`src/rtl/lookup_arbiter.sv`:
```
// rtl/lookup_arbiter.sv - round-robin arbiter sharing one MAC lookup engine among four requesters
// Tags each issue with the requester index, caps outstanding lookups and routes results back by id.
module lookup_arbiter #(
    parameter int P_REQ_NUM      = 4,
    parameter int P_MAX_INFLIGHT = 4
) (
    input  logic         i_clk,
    input  logic         i_rst,
    input  logic         i_enable,
    input  logic         i_pause,
    output logic         o_paused,
    input  logic [3:0]   i_req_valid,
    input  logic [191:0] i_req_mac,
    input  logic [7:0]   i_req_tag,
    output logic [3:0]   o_req_ready,
    output logic [47:0]  o_check_mac,
    output logic [3:0]   o_check_id,
    output logic         o_check_valid,
    input  logic         i_result_valid,
    input  logic [3:0]   i_check_id,
    input  logic [2:0]   i_outport,
    input  logic [1:0]   i_seek_flag,
    output logic [3:0]   o_rsp_valid,
    output logic [11:0]  o_rsp_outport,
    output logic [7:0]   o_rsp_seek_flag,
    output logic [7:0]   o_rsp_tag,
    output logic [2:0]   o_inflight,
    output logic         o_err_orphan
);

    typedef enum logic [1:0] {S_IDLE, S_RUN, S_DRAIN, S_PAUSED} state_t;

    localparam logic [3:0] MAX_W = 4'(P_MAX_INFLIGHT);

    state_t     state;
    logic [1:0] rr_ptr;
    logic [1:0] grant_idx;
    logic [1:0] scan_idx;
    logic       grant_any;
    logic       can_issue;
    logic [1:0] rsp_idx;

    // The pending issue in o_check_valid is not yet counted in o_inflight, so it consumes a credit too.
    always_comb begin
        o_req_ready = '0;
        grant_idx   = rr_ptr;
        grant_any   = 1'b0;
        scan_idx    = rr_ptr;
        can_issue   = (state == S_RUN) && !i_pause &&
                      (({1'b0, o_inflight} + {3'b000, o_check_valid}) < MAX_W);
        if (can_issue) begin
            for (int i = 0; i < P_REQ_NUM; i++) begin
                scan_idx = rr_ptr + 2'(i);
                if (!grant_any && i_req_valid[scan_idx]) begin
                    grant_any = 1'b1;
                    grant_idx = scan_idx;
                end
            end
        end
        if (grant_any) begin
            o_req_ready[grant_idx] = 1'b1;
        end
    end

    assign rsp_idx = i_check_id[3:2];

    always_ff @(posedge i_clk or posedge i_rst) begin
        if (i_rst) begin
            state           <= S_IDLE;
            o_paused        <= 1'b0;
            rr_ptr          <= '0;
            o_check_valid   <= 1'b0;
            o_check_mac     <= '0;
            o_check_id      <= '0;
            o_inflight      <= '0;
            o_err_orphan    <= 1'b0;
            o_rsp_valid     <= '0;
            o_rsp_outport   <= '0;
            o_rsp_seek_flag <= '0;
            o_rsp_tag       <= '0;
        end else begin
            case (state)
                S_IDLE: begin
                    if (i_enable) begin
                        state <= S_RUN;
                    end
                end
                S_RUN: begin
                    if (i_pause) begin
                        state <= S_DRAIN;
                    end
                end
                S_DRAIN: begin
                    if (!i_pause) begin
                        state <= S_RUN;
                    end else if (o_inflight == 3'd0 && !o_check_valid) begin
                        state    <= S_PAUSED;
                        o_paused <= 1'b1;
                    end
                end
                S_PAUSED: begin
                    if (!i_pause) begin
                        state    <= S_RUN;
                        o_paused <= 1'b0;
                    end
                end
                default: begin
                    state    <= S_IDLE;
                    o_paused <= 1'b0;
                end
            endcase

            o_check_valid <= grant_any;
            if (grant_any) begin
                rr_ptr      <= grant_idx + 2'd1;
                o_check_mac <= i_req_mac[grant_idx*48 +: 48];
                o_check_id  <= {grant_idx, i_req_tag[grant_idx*2 +: 2]};
            end

            case ({o_check_valid, i_result_valid})
                2'b10:   o_inflight <= o_inflight + 3'd1;
                2'b01:   if (o_inflight != 3'd0) o_inflight <= o_inflight - 3'd1;
                default: o_inflight <= o_inflight;
            endcase
            if (i_result_valid && o_inflight == 3'd0) begin
                o_err_orphan <= 1'b1;
            end

            // Results are delivered in any state so a drain can always complete.
            o_rsp_valid <= '0;
            if (i_result_valid) begin
                o_rsp_valid[rsp_idx]               <= 1'b1;
                o_rsp_outport[rsp_idx*3 +: 3]      <= i_outport;
                o_rsp_seek_flag[rsp_idx*2 +: 2]    <= i_seek_flag;
                o_rsp_tag[rsp_idx*2 +: 2]          <= i_check_id[1:0];
            end
        end
    end

endmodule

```
`config.mk`:
```
export PLATFORM = sky130hd
export DESIGN_NAME = lookup_arbiter
export DESIGN_NICKNAME = d
export VERILOG_FILES = /design/src/rtl/lookup_arbiter.sv
export SDC_FILE = /design/constraint.sdc
export NUM_CORES = 1
export LEC_CHECK = 0
export CAP_MARGIN = 10
export CORE_MARGIN = 8
export CORE_UTILIZATION = 38
export DETAILED_ROUTE_END_ITERATION = 10
export GPL_TIMING_DRIVEN = 0
export PLACE_DENSITY = 0.86
export SYNTH_ARGS = -nofsm -noshare
export SYNTH_HDL_FRONTEND = slang
export SYNTH_SLANG_ARGS = --single-unit
```
`constraint.sdc`:
```
create_clock -name i_clk -period 3.5 [get_ports i_clk]
set_clock_uncertainty 0.1 [all_clocks]
set_input_delay 0.7 -clock i_clk [delete_from_list [all_inputs] [get_ports i_clk]]
set_output_delay 0.7 -clock i_clk [all_outputs]
set_load 0.02 [all_outputs]
```
**After elaboration in Yosys (flattened, before gate mapping)**

Index checks and enable logic that the tools add are counted.

- Word-level logic and storage cells: 114
- Bits of input ports: 218
- Output and inout bits: 94
- Register bits after elaboration: 94

- Muxes and demuxes: 41
- Shift-type cells: 7
- Equal/unequal tests: 12
- Multiply operators: 2
- Reductions and logical operators: 22
- Magnitude comparators: 9
- $add $sub $neg: 9

Operator list:

| cell | count |
|---|---|
| $shiftx A192 B9 Y48 | 1 |
| $shiftx A2 B34 Y8 | 2 |
| $neg A3 Y34 | 1 |
| $neg A4 Y34 | 1 |
| $shift A2 B34 Y8 const A | 1 |
| $shift A3 B34 Y12 const A | 1 |
| $shiftx A3 B34 Y12 | 1 |
| $lt A2 B3 Y1 const B | 6 |
| $mux W2 | 9 |
| $mux W1 | 17 |
| $bwmux W8 | 2 |
| $bwmux W12 | 1 |
| $ne A2 B2 Y1 const B | 6 |
| $logic_and A1 B1 Y1 | 9 |
| $bmux W1 S2 | 4 |
| $mul A2 B2 Y4 const B | 2 |
| $mux W4 | 2 |
| $pmux W2 S4 | 1 |
| $reduce_and A4 Y1 | 2 |
| $shiftx A8 B4 Y2 | 1 |
| $eq A2 B2 Y1 const B | 3 |
| $pmux W3 S2 | 1 |
| $logic_not A1 Y1 | 5 |
| $add A2 B1 Y2 const B | 2 |
| 16 further kinds | 21 |

**Longest topological paths before layout**

Gate-level depths: netlist (run 1).

- Word-level depth: 21
- Mapped depth: 10
- Depth with buffers taken out: 9

**Least setup slack after synthesis (run 1)**

OpenSTA, ideal clock, no wires.

- Kind: in2out
- Start point: in i_req_valid[3]
- End point: out o_req_ready[3]
- Cell stages on the path: 9
- Arrival time: 2.234 ns
- Path buffers: 3
- Data required time: 2.700 ns
- Path slack: 0.466 ns
- Path through: buf_6 nor2_2 or4_1 nand4_2 nand3_2 and2_4 buf_6 nor2_2 buf_2

- Longest elaborated chain between the ends: 21
- Elaborated cells on any way between the ends: 32
- Those cells by class: order compare (2); mux (23); reduce/logical (7)

Ends and longest elaborated chain:

| what | line | text |
|---|---|---|
| start, declared | 12 | `input logic [3:0] i_req_valid,` |
| $bmux W1 S2 | 54 | `if (!grant_any && i_req_valid[scan_idx]) begin` |
| $mux W1 (implied by the code) | 54 |  |
| $mux W1 | 54 |  |
| $mux W1 | 51 | `if (can_issue) begin` |
| $logic_not A1 Y1 | 54 |  |
| $logic_and A1 B1 Y1 | 54 |  |
| $mux W1 | 54 |  |
| $mux W1 | 51 |  |
| [... 5 more ...] | - |  |
| $logic_and A1 B1 Y1 | 54 |  |
| $mux W2 | 54 |  |
| $mux W2 | 51 |  |
| $lt A2 B3 Y1 (implied by the code) / $ge A2 B1 Y1 (equally long branches) | 61 | `o_req_ready[grant_idx] = 1'b1;` |
| $logic_and A1 B1 Y1 (implied by the code) | 61 |  |
| $mux W1 (implied by the code) | 61 |  |
| $demux W1 S2 | 61 |  |
| $mux W4 (*) | 60 | `if (grant_any) begin` |
| end, declared | 15 | `output logic [3:0] o_req_ready,` |

Every way passes the cells marked *; elsewhere a longest branch is shown, timed or not. The select of a mux whose other input is x is not followed.

**Final worst setup path (run 1)**

- Start point: in i_pause
- End point: out o_req_ready[2]

- Longest elaborated chain between the ends: 9
- Elaborated cells on any way between the ends: 11
- Those cells by class: order compare (2); mux (5); reduce/logical (4)

Ends and longest elaborated chain:

| what | line | text |
|---|---|---|
| start, declared | 10 | `input logic i_pause,` |
| $logic_not A1 Y1 (*) | - |  |
| $logic_and A1 B1 Y1 (*) (2 in a row) | 49 | `can_issue = (state == S_RUN) && !i_pause &&` |
| $mux W2 | 51 |  |
| $lt A2 B3 Y1 (implied by the code) / $ge A2 B1 Y1 (equally long branches) | 61 |  |
| $logic_and A1 B1 Y1 (implied by the code) | 61 |  |
| $mux W1 (implied by the code) | 61 |  |
| $demux W1 S2 | 61 |  |
| $mux W4 (*) | 60 |  |

Every way passes the cells marked *; elsewhere a longest branch is shown, timed or not.

==> summary.txt, run 1 <==
Run status
  – Run status: finished clean

Setup path
  – R2r startpoint: state[1]
  – Ordered cell list for the critical path: clkdlybuf4s50_1, nand2b_1, nor3_4, buf_12, o21ai_4, inv_1, and2_1, buf_4, clkdlybuf4s15_2
  – Critical Path Max Stage Delay: 0.48 ns
  – Buffers plus inverters on the worst setup path: 5
  – Critical path launch point type: input port
  – CP Launch Point: i_pause
  – Critical Path Fanout Max: 10
  – Slowest library cell on the worst path: clkdlybuf4s50_1
  – CP Class: input port to output pin
  – Setup crit end kind: output pin
  – Required @ worst endpoint: 2.70 ns
  – Cell class contributing the biggest share of worst-path delay: buffers and inverters
  – Data arrival time at the worst-slack endpoint: 2.51 ns

Yosys
  – Post-synth top area share: 46.6%
  – Number of flops mapped to enable cells by yosys: 0
  – Part of the Yosys area used for sequential elements: 46.6%
  – Number of register bits inferred by synthesis: 94
  – Syn_area_per_cell: 10.5 µm²
  – Net count after synthesis: 709
  – Async set-reset flop share out of synthesis: 100%
  – Number of unique standard cell types used by synthesis: 54
  – Cell Area, Synth: 5050 µm²
  – Yosys warnings: 0
  – Largest area contributor in the synthesized netlist: dfrtp_1
  – Top cells by area in the synthesized netlist: dfrtp_1 (47%), a221o_1 (16%), a22o_1 (3.5%)
  – Post-Syn Instances: 481
  – Most instantiated flip-flop cell in the synthesis netlist: dfrtp_1

Pwr
  – Lkg Pwr: 3.75 nW
  – Reported net switching power: 2.27 mW
  – Sequential Power Share: 29.2%
  – Pwr dens: 659 nW/µm²
  – Fraction of power spent switching nets: 39.1%
  – Cell-internal power: 3.55 mW
  – Share of power burned in the clock network: 16.9%
  – Max VDD drop: 0.397 mV
  – Comb power frac: 53.8%
  – Pwr Total: 5.82 mW

Route
  – Post-detailed-routing wire length: 22700 µm
  – Count of routing violations after the opening detailed-route iteration: 436
  – DRC violations left: 0
  – Antenna-violating nets left: 0
  – Router iterations before antenna repair: 5
  – Per-cell via count in the routed design: 5.59
  – Routed length per instance: 23.0 µm
  – Via total after detailed routing: 5524

Global route
  – Global routing usage summed across all routing layers: 25.3%
  – Global-route wire length before repair: 34500 µm
  – Initial antenna violation count: 0
  – Vias in the first global route: 5828
  – Largest net degree at the start of global routing: 51
  – Total congestion overflow: 0

Layout
  – Number of filler instances in the final layout: 1030
  – Area of all placed cells without fillers: 8840 µm²
  – Final standard cell utilization of the core: 67.3%
  – Share of cells above drive strength 1: 8.73%
  – Antenna Diode Count: 0
  – Final cell count without fillers: 989
  – Post-layout nets: 1036
  – Relative area change from synthesis to final layout: 75.0%

CTS
  – Clock Tree Root: clkbuf_16
  – Count of hold-fix buffers inserted at cts: 0
  – Clock network latency to the later pin of the worst-skew pair: 0.34 ns
  – Worst-case clock buffer depth: 2
  – Number of buffers created by CTS: 9
  – Clock-pin slew on the worst setup and hold paths: 0.07 ns
  – Number of H-tree levels: 3
  – CTS tree: built
  – Number of sinks handled by clock tree synthesis: 94

STA
  – Final count of hold timing violations: 0
  – Fin Hold WS: 0.378 ns
  – Final number of max-transition violations: 0
  – Slack of the critical path: 0.189 ns
  – Min Clock Period, post-route: 3.31 ns
  – Final worst-path cycle share: 94.6%
  – Setup repair after global routing missed its margin: false
  – Final setup violation count: 0
  – Worst Max-Slew Pin Slew: 1.24 ns
  – FMAX: 302 MHz
  – Relative slew slack: 16.7%
  – Setup TNS Final: 0 ns

Place
  – Post-placement setup slack: -1.12 ns
  – Number of port buffers: 309
  – Total instance count after detailed placement: 967
  – Global placer's final weighted congestion: 0.930
  – Detailed-placement wirelength estimate: 17800 µm
  – Area after DPL: 8400 µm²

Floorplan
  – Width of the chip: 131 µm
  – Die area: 17200 µm²
  – Effective utilization at floorplan: 38.5%
  – Count of pins on the block boundary: 312
  – Vertical die dimension: 131 µm
  – Number of standard-cell rows in the floorplan: 42
  – Core area: 13100 µm²

Hold path
  – Launch instance of the worst min-delay path: o_check_id[3]
  – Class of the tightest hold or removal check: register to register

Flow run
  – Maximum capacitance violations: 0
[power groups by stage]
stage               combinational [mW]  sequential [mW]  clock (mW)
global placement                  2.96             1.69           0
finish                            3.14             1.70       0.985
floorplan                         1.26             2.09           0
global route                      3.32             1.74        1.06
CTS                               3.12             1.70        1.01
detailed placement                3.04             1.71           0
[cells by family (layout without fill, tap and decap cells)]
| family | count (synthesis) | count (layout) | share of synthesized area [%] |
|---|---|---|---|
| flip-flops | 94 | 94 | 46.6 |
| AO/OA/AOI/OAI | 181 | 181 | 29.4 |
| XOR/XNOR | 3 | 3 | 0.520 |
| AND/OR/NAND/NOR | 131 | 131 | 13.9 |
| buffers and inverters | 53 | 385 | 4.80 |
| adder cells (fa/ha/maj) | 10 | 10 | 2.63 |
| multiplexers | 9 | 9 | 2.23 |
[placed cells by master, fill, tap and decap left out, types with 4 or more instances in the layout]
cell             Yosys  layout
ha_1                 9       9
a21o_1               4       4
nor2_1              32      31
clkbuf_16            0       9
dfrtp_1             94      94
a21boi_0             5       5
inv_1               16      15
a21oi_1             19      19
mux2_2               6       6
nand2_1             26      26
and2_1              21      21
clkdlybuf4s50_1      0     302
o21ai_0             25      25
a22o_1              20      20
a221o_1             82      82
and2_0              18      18
a31oi_1              7       7
buf_2               11       9
nand2b_1             6       6
a32oi_1              5       5
and3_1               7       6
buf_6                2       6
clkbuf_1            21      18
buf_4                1       8
[flip-flops by register name, indices dropped and copies added (netlist names)]
register and cells:
rr_ptr 2, o_rsp_seek_flag 8, o_paused 1, o_inflight 3, o_check_id 4, o_check_mac 48
o_err_orphan 1, o_check_valid 1, state 2, o_rsp_tag 8, o_rsp_valid 4, o_rsp_outport 12
[final timing paths]
check	end	slack [ns]	cells past startpoint
setup / recovery	o_req_ready[2]	0.19	9
hold / removal	o_check_id[3]	0.38	2
setup reg to reg	o_check_mac[44]	0.56	11
hold reg to reg	o_check_id[3]	0.38	2
max in group asynchronous	o_check_mac[39]	1.94	3
min in group asynchronous	o_check_mac[44]	0.70	2
[tightest hold or removal path, cell delays in order, from the launching register on]
cell     delay [ns]
dfrtp_1        0.35
nand2_1        0.05
nand2_1        0.05
[layer usage]
layer	global-route usage [%]	part of all wire, %
met1	30.6	41
met2	43.1	50
met3	5.60	6.8
met4	9.38	2.4
met5	0	0
[Yosys cell counts, types with 2 or more instances]
library cell,number
a21oi_1,19
buf_2,11
and2_1,21
nand2b_1,6
xnor2_1,2
nor2b_1,3
a31oi_1,7
a32oi_1,5
mux2_2,6
nor4b_1,2
nor4_1,2
ha_1,9
a221o_1,82
or2_2,2
a22o_1,20
o21ai_0,25
a21boi_0,5
nor2_2,2
and2_0,18
inv_1,16
and3_1,7
a21o_1,4
dfrtp_1,94
nor3_1,2
mux2_4,3
o21ai_1,2
nand2_1,26
clkbuf_1,21
nor2_1,32
buf_6,2
o211ai_1,2
[cell type report]
cell class                      instances  area [µm²]  area share, %
Multi-Input combinational cell        334        2510           28.4
Timing Repair Buffer                  318        3190           36.1
Tap cell                              176         220           2.49
Clock inverter                          7        72.6          0.821
Buffer                                 34         198           2.24
Clock buffer                            9         225           2.55
Inverter                               17        66.3          0.750
Sequential cell                        94        2350           26.6
[repair_timing]
item / in CTS / in global routing
setup buffers: 5 / 2
endpoints found under the setup margin: 4 / 2
pin swaps: 3 / 4
gates resized for setup: 24 / 13
Note: power is estimated with default switching activity, not from simulation.
==> run 2: changes to the inputs <==
Settings changed: SETUP_SLACK_MARGIN set to 0.05.
==> run 2 against run 1 <==
Net effect: sequential power barely moved; largest power group unchanged; register-to-register slack better by 0.18 ns; critical path depth decreased by 1; critical path type is now register to output pin; global-route usage rose by 0.057 points; sequential cell count unchanged.
==> summary.txt, run 2 (synthesis gave the netlist of run 1 again) <==
Run status
  – Run status: finished clean (unchanged)

CTS
  – Worst-case clock buffer depth: 2 (unchanged)
  – Number of H-tree levels: 3 (unchanged)
  – Clock Tree Root: clkbuf_16 (unchanged)
  – Number of sinks handled by clock tree synthesis: 94 (unchanged)
  – CTS tree: built (unchanged)
  – Count of hold-fix buffers inserted at cts: 0 (unchanged)
  – Clock network latency to the later pin of the worst-skew pair: 0.34 ns (about the same)
  – Number of buffers created by CTS: 9 (unchanged)
  – Clock-pin slew on the worst setup and hold paths: 0.07 ns (about the same)

STA
  – Fin Hold WS: 0.380 ns (was 0.378 ns)
  – Setup TNS Final: 0 ns (unchanged)
  – Min Clock Period, post-route: 3.27 ns (was 3.31 ns)
  – Worst Max-Slew Pin Slew: 1.22 ns (was 1.24 ns)
  – Slack of the critical path: 0.225 ns (was 0.189 ns)
  – Final worst-path cycle share: 93.6% (was 94.6%)
  – Final number of max-transition violations: 0 (unchanged)
  – Final setup violation count: 0 (unchanged)
  – Setup repair after global routing missed its margin: false (unchanged)
  – Final count of hold timing violations: 0 (unchanged)
  – Relative slew slack: 17.9% (was 16.7%)
  – FMAX: 305 MHz (was 302 MHz)

Floorplan
  – Core area: 13100 µm² (unchanged)
  – Count of pins on the block boundary: 312 (unchanged)
  – Number of standard-cell rows in the floorplan: 42 (unchanged)
  – Vertical die dimension: 131 µm (unchanged)
  – Die area: 17200 µm² (unchanged)
  – Width of the chip: 131 µm (unchanged)
  – Effective utilization at floorplan: 38.5% (unchanged)

Route
  – Via total after detailed routing: 5569 (was 5524)
  – Met3 Wirelength: 1530 µm (was 1550 µm)
  – Routed length per instance: 22.9 µm (was 23.0 µm)
  – Post-detailed-routing wire length: 22800 µm (was 22700 µm)
  – DRC violations left: 0 (unchanged)
  – Count of routing violations after the opening detailed-route iteration: 385 (was 436)
  – Topmost layer with routed signal wires: met4 (unchanged)
  – Router iterations before antenna repair: 5 (unchanged)
  – Antenna-violating nets left: 0 (unchanged)
  – Met2 routed wirelength: 11200 µm (was 11300 µm)
  – Per-cell via count in the routed design: 5.61 (was 5.59)
  – Sum of routed wire segments on met1: 9410 µm (was 9310 µm)

Setup path
  – Slowest library cell on the worst path: dfrtp_1 (was clkdlybuf4s50_1)
  – Required @ worst endpoint: 2.70 ns (about the same)
  – CP Class: register to output pin (was input port to output pin)
  – Buffers plus inverters on the worst setup path: 4 (was 5)
  – Data arrival time at the worst-slack endpoint: 2.47 ns (was 2.51 ns)
  – Critical Path Fanout Max: 10 (unchanged)
  – Critical path launch point type: register (was input port)
  – Cell with the most instances on the worst path: nor2_1
  – Ordered cell list for the critical path: buf_2, inv_2, a21oi_1, nor2_1, nor2_1, o211a_1, clkbuf_2, dlygate4sd2_1 (was clkdlybuf4s50_1, nand2b_1, nor3_4, buf_12, o21ai_4, inv_1, and2_1, buf_4, clkdlybuf4s15_2)
  – Cell class contributing the biggest share of worst-path delay: buffers and inverters (unchanged)
  – Setup crit end kind: output pin (unchanged)
  – Critical Path Max Stage Delay: 0.42 ns (was 0.48 ns)

Layout
  – Antenna Diode Count: 0 (unchanged)
  – Post-layout nets: 1039 (was 1036)
  – Share of cells above drive strength 1: 8.95% (was 8.73%)
  – Number of filler instances in the final layout: 1025 (was 1030)
  – Leading cell type in the layout, fill and taps excluded: clkdlybuf4s50_1 (unchanged)
  – Register with the most flip-flops: o_check_mac (unchanged)
  – Most frequent cells in the layout: clkdlybuf4s50_1 (301), dfrtp_1 (94), a221o_1 (82), nor2_1 (31), nand2_1 (26) (was clkdlybuf4s50_1 (302), dfrtp_1 (94), a221o_1 (82), nor2_1 (31), nand2_1 (26))
  – Relative area change from synthesis to final layout: 75.2% (was 75.0%)
  – Area of the multi-input gates: 2510 µm² (about the same)
  – Flip-flop count of the largest register, all copies and words added: 48 (unchanged)
  – Sequential cell area: 2350 µm² (unchanged)
  – Leading registers by flop count: o_check_mac (48), o_rsp_outport (12) (unchanged)

Global route
  – Initial antenna violation count: 0 (unchanged)
  – Vias in the first global route: 5852 (was 5828)
  – Global-route wire length before repair: 34600 µm (was 34500 µm)
  – Global routing usage summed across all routing layers: 25.3% (about the same)
  – Total congestion overflow: 0 (unchanged)
  – Largest net degree at the start of global routing: 51 (unchanged)

Place
  – Post-placement setup slack: -1.12 ns (unchanged)
  – Number of port buffers: 309 (unchanged)
  – Detailed-placement wirelength estimate: 17800 µm (unchanged)
  – Global placer's final weighted congestion: 0.930 (unchanged)

Pwr
  – Pwr dens: 658 nW/µm² (was 659 nW/µm²)
  – Pwr Total: 5.82 mW (about the same)
  – Max VDD drop: 0.401 mV (was 0.397 mV)
  – Lkg Pwr: 3.78 nW (was 3.75 nW)

Hold path
  – Class of the tightest hold or removal check: register to register (unchanged)

Flow run
  – Maximum capacitance violations: 0 (unchanged)
==> run 2: cell types whose count changed in the layout (fill, tap and decap cells not counted), sizes merged <==
cell / before / now
dlymetal6s2s: 3 / 4
clkdlybuf4s50: 302 / 301
clkbuf: 27 / 29
buf: 26 / 27
==> run 2: repair_timing <==
item / in CTS / in global routing
pin swaps: 4 / 5
setup buffers: 6 / 2
resized for setup: 25 / 14
endpoints found under the setup margin: 4 / 4
==> run 2: metal layers <==
metal,vias up,GRT usage (%)
met2,253,43.0
met3,42,5.60
met1,2761,30.8
met4,0,9.44
met5,-,0
li1,2513,-
==> run 2: worst paths after layout <==
kind	startpoint	to	slack, ns	depth (start not counted)
max	rr_ptr[0]	o_req_ready[1]	0.23	8
min	o_check_id[3]	o_check_id[3]	0.38	2
max reg2reg	state[1]	o_check_mac[44]	0.74	11
min reg2reg	o_check_id[3]	o_check_id[3]	0.38	2
max in group asynchronous	i_rst	o_check_mac[9]	1.95	3
min in group asynchronous	i_rst	o_check_mac[44]	0.69	2
==> run 2: worst reg2reg max path: cells and delay by family, from the launching register on <==
kind / cells / cell delay, ns
buf+inv: 4 / 0.77
compound gates: 2 / 0.56
simple gates: 4 / 0.55
flops: 1 / 0.41
fa+ha+maj: 1 / 0.24
==> run 2: power breakdown <==
group	switching [mW]	total (mW)	internal, mW
sequential	0.254	1.70	1.45
combinational	1.54	3.13	1.59
clock	0.479	0.986	0.506
total	2.27	5.82	3.55
==> run 2: area by class of cell <==
type	count	area share [%]
multi-input cells	334	28.4
clock buffers	9	2.54
clock inverters	7	0.820
flip-flops and latches	94	26.6
plain buffers	36	2.35
inverters	17	0.749
well taps	176	2.49
repair buffers	319	36.1
==> run 2: through the flow <==
step | instances | util (%) | area, µm²
finish | 992 | 67.4 | 8850
global route | 992 | 67.4 | 8850
CTS | 989 | 66.9 | 8790
detailed placement | 967 | 63.9 | 8400
global placement | 966 | 63.7 | 8370
floorplan | 481 | - | 5050
==> run 3: changes to the inputs <==
Settings changed: CORE_UTILIZATION 38 to 25, PLACE_DENSITY 0.86 to 0.62.
==> run 3 against run 2 <==
Net effect: combinational power shrank 1%; critical path depth is the same; non-clock buffer count shrank 1; die area grew 45%; largest cell class unchanged; total power shrank 1.6%; register-to-register slack gained 0.08 ns; clock power shrank 4.0%; sequential power is essentially flat; first-iteration DRC count shrank 4.4%; sequential share of layout area shrank 0.26 points; setup slack lost 0.033 ns.
==> summary.txt, run 3 (synthesis gave the netlist of run 1 again) <==
CTS
  – Number of sinks handled by clock tree synthesis: 94 (unchanged)
  – Clock network latency to the later pin of the worst-skew pair: 0.34 ns (about the same)
  – Number of buffers created by CTS: 9 (unchanged)
  – Count of hold-fix buffers inserted at cts: 0 (unchanged)
  – Worst-case clock buffer depth: 2 (unchanged)
  – Clock Tree Root: clkbuf_16 (unchanged)
  – Number of H-tree levels: 3 (unchanged)
  – CTS tree: built (unchanged)
  – Clock-pin slew on the worst setup and hold paths: 0.07 ns (about the same)

STA
  – Final count of hold timing violations: 0 (unchanged)
  – Relative slew slack: 24.2% (was 17.9%)
  – Final setup violation count: 0 (unchanged)
  – Final number of max-transition violations: 0 (unchanged)
  – FMAX: 302 MHz (was 305 MHz)
  – Min Clock Period, post-route: 3.31 ns (was 3.27 ns)
  – Setup TNS Final: 0 ns (unchanged)
  – Final worst-path cycle share: 94.5% (was 93.6%)
  – Setup repair after global routing missed its margin: false (unchanged)
  – Worst Max-Slew Pin Slew: 1.13 ns (was 1.22 ns)

Layout
  – Final cell count without fillers: 1086 (was 992)
  – Flip-flop count of the largest register, all copies and words added: 48 (unchanged)
  – Area of the multi-input gates: 2490 µm² (was 2510 µm²)
  – Most frequent cells in the layout: clkdlybuf4s50_1 (302), dfrtp_1 (94), a221o_1 (82), nor2_1 (32), nand2_1 (26) (was clkdlybuf4s50_1 (301), dfrtp_1 (94), a221o_1 (82), nor2_1 (31), nand2_1 (26))
  – Number of filler instances in the final layout: 2020 (was 1025)
  – Post-layout nets: 1038 (was 1039)
  – Share of cells above drive strength 1: 8.34% (was 8.95%)
  – Register with the most flip-flops: o_check_mac (unchanged)
  – Relative area change from synthesis to final layout: 76.9% (was 75.2%)
  – Leading registers by flop count: o_check_mac (48), o_rsp_outport (12) (unchanged)
  – Sequential cell area: 2350 µm² (unchanged)
  – Leading cell type in the layout, fill and taps excluded: clkdlybuf4s50_1 (unchanged)

Setup path
  – Required @ worst endpoint: 2.70 ns (about the same)
  – CP Class: input port to output pin (was register to output pin)
  – Data arrival time at the worst-slack endpoint: 2.51 ns (was 2.47 ns)
  – Cell depth of the worst flop-to-flop path: 10 (was 11)
  – Critical path launch point type: input port (was register)
  – Internal reg-to-reg setup slack: 0.82 ns (was 0.74 ns)
  – Setup crit end kind: output pin (unchanged)
  – Critical Path Fanout Max: 10 (unchanged)

Floorplan
  – Vertical die dimension: 158 µm (was 131 µm)
  – Core area: 20000 µm² (was 13100 µm²)
  – Die area: 25000 µm² (was 17200 µm²)
  – Number of standard-cell rows in the floorplan: 52 (was 42)
  – Effective utilization at floorplan: 25.2% (was 38.5%)
  – Width of the chip: 158 µm (was 131 µm)
  – Count of pins on the block boundary: 312 (unchanged)

Route
  – Routed length per instance: 22.0 µm (was 22.9 µm)
  – Post-detailed-routing wire length: 23900 µm (was 22800 µm)
  – Via total after detailed routing: 5316 (was 5569)
  – Antenna-violating nets left: 0 (unchanged)
  – Router iterations before antenna repair: 4 (was 5)
  – DRC violations left: 0 (unchanged)
  – Count of routing violations after the opening detailed-route iteration: 368 (was 385)
  – Per-cell via count in the routed design: 4.90 (was 5.61)

Pwr
  – Pwr Total: 5.73 mW (was 5.82 mW)
  – Pwr dens: 641 nW/µm² (was 658 nW/µm²)
  – Max VDD drop: 0.324 mV (was 0.401 mV)
  – Lkg Pwr: 3.73 nW (was 3.78 nW)

Global route
  – Global-route wire length before repair: 34500 µm (was 34600 µm)
  – Total congestion overflow: 0 (unchanged)
  – Global routing usage summed across all routing layers: 18.3% (was 25.3%)
  – Largest net degree at the start of global routing: 52 (was 51)
  – Initial antenna violation count: 1 (was 0)
  – Vias in the first global route: 5488 (was 5852)

Hold path
  – Number of cells on the worst hold path: 1 (was 2)
  – Class of the tightest hold or removal check: register to register (unchanged)

Run status
  – Run status: finished clean (unchanged)

Place
  – Detailed-placement wirelength estimate: 18300 µm (was 17800 µm)
  – Number of port buffers: 309 (unchanged)
  – Global placer's final weighted congestion: 0.822 (was 0.930)
  – Total instance count after detailed placement: 1063 (was 967)

Flow run
  – Maximum capacitance violations: 0 (unchanged)
## run 3: timing repair
action,CTS,global route
pin swaps,3,1
resized for setup,32,4
cloned,0,0
endpoints found under the setup margin,4,2
buffers inserted,4,2
## run 3: path summary, 6_finish.rpt
check,startpoint,end
hold / removal,o_err_orphan,o_err_orphan
setup / recovery,i_req_valid[0],o_req_ready[2]
max in group asynchronous,i_rst,o_check_mac[33]
setup reg to reg,rr_ptr[0],o_check_mac[2]
hold reg to reg,o_err_orphan,o_err_orphan
min in group asynchronous,i_rst,o_check_mac[3]
## run 3: per-layer routing
layer  share of wire, %  track usage [%]  up-vias
met5              0.071                0        -
met4                1.4             4.45        2
met3                9.9             6.63       19
met2                 47             30.5      234
met1                 41             22.1     2552
li1                   -                -     2509
## run 3: critical path: stages
cell and delay (ns):
dlygate4sd2_1 0.29, buf_4 0.19, or2_2 0.33, o21ai_2 0.30, inv_1 0.09, and2_1 0.18
buf_12 0.16, clkdlybuf4s15_2 0.25
## run 3: layout make-up
class / instances / share of cell area [%]
repair buffers: 318 / 35.7
multi-input cells: 334 / 27.9
flip-flops and latches: 94 / 26.3
well taps: 270 / 3.78
clock buffers: 10 / 2.56
plain buffers: 36 / 2.53
inverters: 17 / 0.742
clock inverters: 6 / 0.518
diodes: 1 / 0.0280
## run 3: through the flow
stage               hold slack (ns)  setup slack (ns)  utilization, %  cell area [µm²]
floorplan                     0.400             0.251               -             5050
global placement              0.353             -1.59            42.3             8480
detailed placement            0.351             -1.39            42.6             8530
CTS                           0.372            0.0890            44.4             8910
global route                  0.398            0.0958            44.6             8940
finish                        0.366             0.193            44.6             8940
## run 3: power breakdown
part | leakage (nW) | internal (mW) | switching, mW
logic | 2.41 | 1.59 | 1.50
registers | 1.19 | 1.45 | 0.248
clock network | 0.129 | 0.487 | 0.460
total | 3.73 | 3.53 | 2.21
==> edit 1: new RTL, config.mk and constraints of run 2 <==
The parameter `P_REQ_NUM` goes from 4 to 6.
--- a/src/rtl/lookup_arbiter.sv
+++ b/src/rtl/lookup_arbiter.sv
@@ -2,5 +2,5 @@
 // Tags each issue with the requester index, caps outstanding lookups and routes results back by id.
 module lookup_arbiter #(
-    parameter int P_REQ_NUM      = 4,
+    parameter int P_REQ_NUM      = 6,
     parameter int P_MAX_INFLIGHT = 4
 ) (
Check against the original RTL: equivalent (Yosys induction, for registers that start in step).
==> edit 1 against run 2 <==
- non-clock buffer count is 8 higher
- critical endpoint is now o_req_ready[3]
- wire length down 5.6%
- largest cell class unchanged
- via count is 0.31% higher
- worst hold slack got worse by 0.026 ns
- first-iteration DRC count down 2.3%
- synthesized cell count increased by 2.3%
- sequential cell count stayed put
- cell area up 1.0%
- sequential share of layout area is 0.27 points lower
- register-to-register slack lost 0.38 ns
- power up 11%
- synthesized area is 0.94% higher
- worst setup slack got worse by 0.098 ns
- critical path type is now primary input to primary output
==> edit 1: results (changes against run 2) <==
Synth
  – Synth warn: 0 (unchanged)
  – Largest cells by area after synthesis: dfrtp_1 46%, mux2i_1 9.6%, a221oi_1 8.4%
  – Top cells by count, synth: 94 x dfrtp_1, 62 x nor2_1, 49 x a221oi_1, 49 x mux2i_1, 43 x o22ai_1
  – Mux share of post-synthesis cell area: 9.84% (+7.6 points)
  – Compound-Gate Fraction of Synth Area: 25.0% (-4.3 points)
  – Register area share after synthesis: 46.1% (-0.43 points)
  – Distinct cell type count after synthesis: 46 (-15%)
  – Syn_nets: 721 (+1.7%)
  – XOR/XNOR Fraction of Synth Area: 1.18% (+0.66 points)
  – Post-synthesis adder-cell area fraction: 2.85% (+0.22 points)
  – Syn_area_per_cell: 10.4 µm² (-1.3%)

Finish
  – Post-layout net count: 1058 (+1.8%)
  – Non-filler cells, final: 1010 (+1.8%)
  – Share of layout cells above drive strength 1: 9.35% (+0.41 points)

STA
  – Measured slew at the worst slew-check pin: 1.09 ns (-0.128 ns)
  – Fmax: 0.297 GHz (-2.9%)
  – Hold Slack: 0.354 ns (-0.0264 ns)

Placement
  – Routability cong.: 0.885 (-4.9%)
  – Placed instance area: 8440 µm² (+0.57%)
  – Placement Setup Slack: -1.35 ns (-0.229 ns)
  – Buffers on Ports: 309 (unchanged)
  – HPWL after DPL: 16600 µm (-6.6%)
  – Placed insts: 978 (+1.1%)

Detailed routing
  – First DRT Iteration DRCs: 376 (-2.3%)
  – Vias per cell: 5.53 (-1.5%)
  – Drt total wl: 21500 µm (-5.6%)
  – Met3 WL: 1470 µm (-3.6%)
  – Met1 Routed Length: 8450 µm (-10%)
  – Met2 routed WL: 10800 µm (-3.2%)

Setup path
  – Worst Path Arrival: 2.57 ns (+0.10 ns)
  – FF-to-FF path depth: 12 (+1)
  – CP endpoint: o_req_ready[3]
  – Worst path slowest cell: a311o_2
  – Reg2reg end: o_check_mac[39]
  – Delay of the slowest critical-path stage: 0.37 ns (-0.05 ns)
  – R2R Setup Slk: 0.36 ns (-0.38 ns)
  – FF-to-FF Start: rr_ptr[0]
  – Crit-path max FO: 5 (-5)
  – Setup crit start: i_pause

Clock network
  – Clock latency on the worst-skew pair: 0.35 ns
  – Clock H-tree levels: 3 (unchanged)
  – Clk slew on worst S/H paths: 0.06 ns

Global route
  – M2 GR Usage: 41.7% (-1.4 points)
  – Initial antenna violation count: 0 (unchanged)
  – GR Util met1: 27.8% (-3.0 points)
  – Vias in the first global route: 5874 (+0.38%)
  – GRT Total Usage: 24.0% (-1.3 points)
  – First-pass GRT wire length: 33000 µm (-4.6%)
  – Pin count of the biggest net entering global routing: 53 (+3.9%)
  – Met3 Track Usage GR: 5.68% (+0.076 points)

Outcome
  – Run status: completed

Power and ir drop
  – Maximum vdd ir drop: 0.000375 V (-6.6%)
  – Leakage: 3.74 nW (-1.1%)
edit 1: changes by cell type after synthesis, moves of 13 or more:
cell      before  now
and2_0        18    0
and2_1        21    3
mux2i_1        0   49
a221oi_1       0   49
o22ai_1        1   43
a21oi_1       19    6
nor2_1        32   62
o21ai_0       25   11
a221o_1       82    0
edit 1: how the worst min path moves through the flow:
stage / startpoint / to / cells after the start
after floorplan: state[1] / state[1] / 2
after CTS: o_err_orphan / o_err_orphan / 1
after detailed placement: o_err_orphan / o_err_orphan / 1
after global placement: o_err_orphan / o_err_orphan / 1
after global routing: o_err_orphan / o_err_orphan / 1
final: o_err_orphan / o_err_orphan / 1
edit 1: timing repair:
action                     4_1_cts  5_1_grt
gates cloned                     0        0
buffers inserted                14        1
setup endpoints to repair        4        5
gates resized for setup         50        6
pin swaps                        7        3
edit 1: cell type report:
class | count | area (µm²)
fill | 1021 | 4250
clock inverter | 7 | 55.1
inverter | 15 | 58.8
sequential | 94 | 2350
multi-input combinational | 346 | 2560
timing repair buffer | 326 | 3220
tap | 176 | 220
clock buffer | 9 | 225
buffer | 37 | 248
edit 1: power breakdown:
group | switching (mW) | internal (mW)
combinational | 2.04 | 1.77
clock | 0.466 | 0.491
sequential | 0.243 | 1.47
edit 1: kinds of logic after synthesis:
kind of cell | Yosys count
multiplexers | 50
XOR/XNOR | 6
AND/OR/NAND/NOR | 114
flip-flops | 94
buffers and inverters | 52
AO/OA/AOI/OAI | 165
adder cells (fa/ha/maj) | 11
edit 1: worst register-to-register path, stage by stage, from the launching register on:
cell and delay, ns:
dfrtp_1 0.34, buf_2 0.22, clkinv_1 0.30, o211ai_1 0.18, nand4_1 0.20, buf_4 0.19
buf_4 0.13, nand3_1 0.14, and2_1 0.14, buf_2 0.23, buf_2 0.38, mux2i_1 0.33
o22ai_1 0.13
==> edit 2: new RTL, flow settings as in run 2 <==
Made on the original files. Re-encode `state_t` (4 states) as one-hot, 4 bits wide.
--- a/src/rtl/lookup_arbiter.sv
+++ b/src/rtl/lookup_arbiter.sv
@@ -29,5 +29,5 @@
 );
 
-    typedef enum logic [1:0] {S_IDLE, S_RUN, S_DRAIN, S_PAUSED} state_t;
+    typedef enum logic [3:0] {S_IDLE = 4'b0001, S_RUN = 4'b0010, S_DRAIN = 4'b0100, S_PAUSED = 4'b1000} state_t;
 
     localparam logic [3:0] MAX_W = 4'(P_MAX_INFLIGHT);
Function: same outputs for any inputs over 4 cycles, from zero or initial values and one cycle with i_rst high; so few cycles prove little.
==> edit 2 against run 2 <==
- power is 24% higher
- wire length up 29%
- worst hold slack better by 0.00098 ns
- sequential cell count is 2 higher
- count of clock-buffer cells in the layout stayed put
- register-to-register slack got worse by 0.18 ns
- maximum frequency is 3.1% lower
- cell area rose by 17%
- synthesized area grew 27%
- sequential share of layout area decreased by 3.4 points
- worst setup slack worse by 0.11 ns
- largest power group unchanged
==> edit 2: results (changes against run 2) <==
Finish
  – N_diodes: 0 (unchanged)
  – Post-layout net count: 1283 (+23%)
  – Share of layout cells above drive strength 1: 9.12% (+0.17 points)
  – Fillers: 1369 (+34%)

Hold path
  – Worst Hold Launch: o_err_orphan
  – WHS Path Cells: 1 (-1)

Outcome
  – Run status: completed

Synth
  – Post-synth top area cell: dfrtp_1
  – Syn_nets: 944 (+33%)
  – Register area share after synthesis: 37.6% (-9.0 points)
  – Top cells by count, synth: 100 x nand2_1, 95 x dfrtp_1, 69 x o2111ai_1
  – Largest cells by area after synthesis: dfrtp_1 37%, o2111ai_1 9.4%, nand2_1 5.9%
  – Distinct cell type count after synthesis: 60 (+11%)

Power and ir drop
  – Maximum vdd ir drop: 0.000383 V (-4.7%)
  – Clk power: 1.03 mW (+4%)
  – Internal power: 3.98 mW (+12%)
  – Leakage: 3.81 nW (+0.73%)
  – Seq power: 1.80 mW (+6%)
  – Combinational Power: 4.37 mW (+40%)

Setup path
  – FF-to-FF path depth: 10 (-1)
  – Worst path slowest cell: or4bb_1
  – Delay of the slowest critical-path stage: 0.51 ns (+0.09 ns)
  – Worst Path Arrival: 2.58 ns (+0.11 ns)
  – FF-to-FF Start: state[3]
  – Setup crit start: i_req_valid[2]

Placement
  – Routability cong.: 0.935 (+0.49%)
  – Buffers on Ports: 310 (+0.32%)
  – HPWL after DPL: 22300 µm (+25%)
  – Placement Setup Slack: -1.26 ns (-0.136 ns)

STA
  – Slew headroom: 20.2% (+2.3 points)
  – Setup total negative slack: 0 ns (unchanged)

Global route
  – Vias in the first global route: 8327 (+42%)
  – GRT Total Usage: 26.7% (+1.3 points)
  – Pin count of the biggest net entering global routing: 57 (+12%)
  – Initial antenna violation count: 1 (+1)
  – First-pass GRT wire length: 45300 µm (+31%)

Clock network
  – Clock H-tree levels: 3 (unchanged)

Detailed routing
  – Vias per cell: 6.15 (+9.6%)
  – First DRT Iteration DRCs: 555 (+44%)
  – DR WL/cell: 22.8 µm (-0.68%)
[edit 2: metrics by stage]
stage / cells / instance area (µm²)
2_1_floorplan: 720 / 6400
3_3_place_gp: 1250 / 9770
3_5_place_dp: 1252 / 9810
4_1_cts: 1282 / 10400
5_1_grt: 1284 / 10400
6_report: 1284 / 10400
[edit 2: metal layers]
| metal | vias to the layer above | track usage (%) | routed length (µm) |
|---|---|---|---|
| li1 | 3544 | - | - |
| met2 | 485 | 43.3 | 13700 |
| met3 | 100 | 7.99 | 2810 |
| met1 | 3767 | 30.2 | 10900 |
| met4 | 2 | 16.7 | 1770 |
| met5 | - | 0 | 10 |
[edit 2: final cells by class]
cell class,instances,area (µm²),area share [%]
plain buffers,69,362,3.48
inverters,13,51.3,0.494
repair buffers,329,3250,31.3
well taps,220,275,2.65
clock inverters,7,81.3,0.784
flip-flops and latches,96,2400,23.2
multi-input cells,541,3730,35.9
clock buffers,9,225,2.17
[edit 2: what timing repair did]
item,4_1_cts,5_1_grt
hold buffers,0,0
buffers inserted,15,2
gates resized for setup,60,9
pin swaps,6,4
setup endpoints to repair,4,4
[edit 2: final timing paths]
kind / to / slack [ns]
max in group asynchronous: state[0] / 1.89
worst max register to register: o_check_mac[20] / 0.56
worst min register to register: o_err_orphan / 0.38
worst max-delay path: o_req_ready[2] / 0.12
worst min-delay path: o_err_orphan / 0.38
min in group asynchronous: o_check_mac[31] / 0.65
[edit 2: logic make-up (layout without fill, tap and decap cells)]
kind of cell	after synthesis	count (layout)	synth area share [%]
AO/OA/AOI/OAI	307	307	38.0
XOR/XNOR	4	4	0.783
buffers and inverters	83	427	5.46
AND/OR/NAND/NOR	223	223	16.7
multiplexers	1	1	0.176
adder cells (fa/ha/maj)	6	6	1.29
flip-flops	96	96	37.6
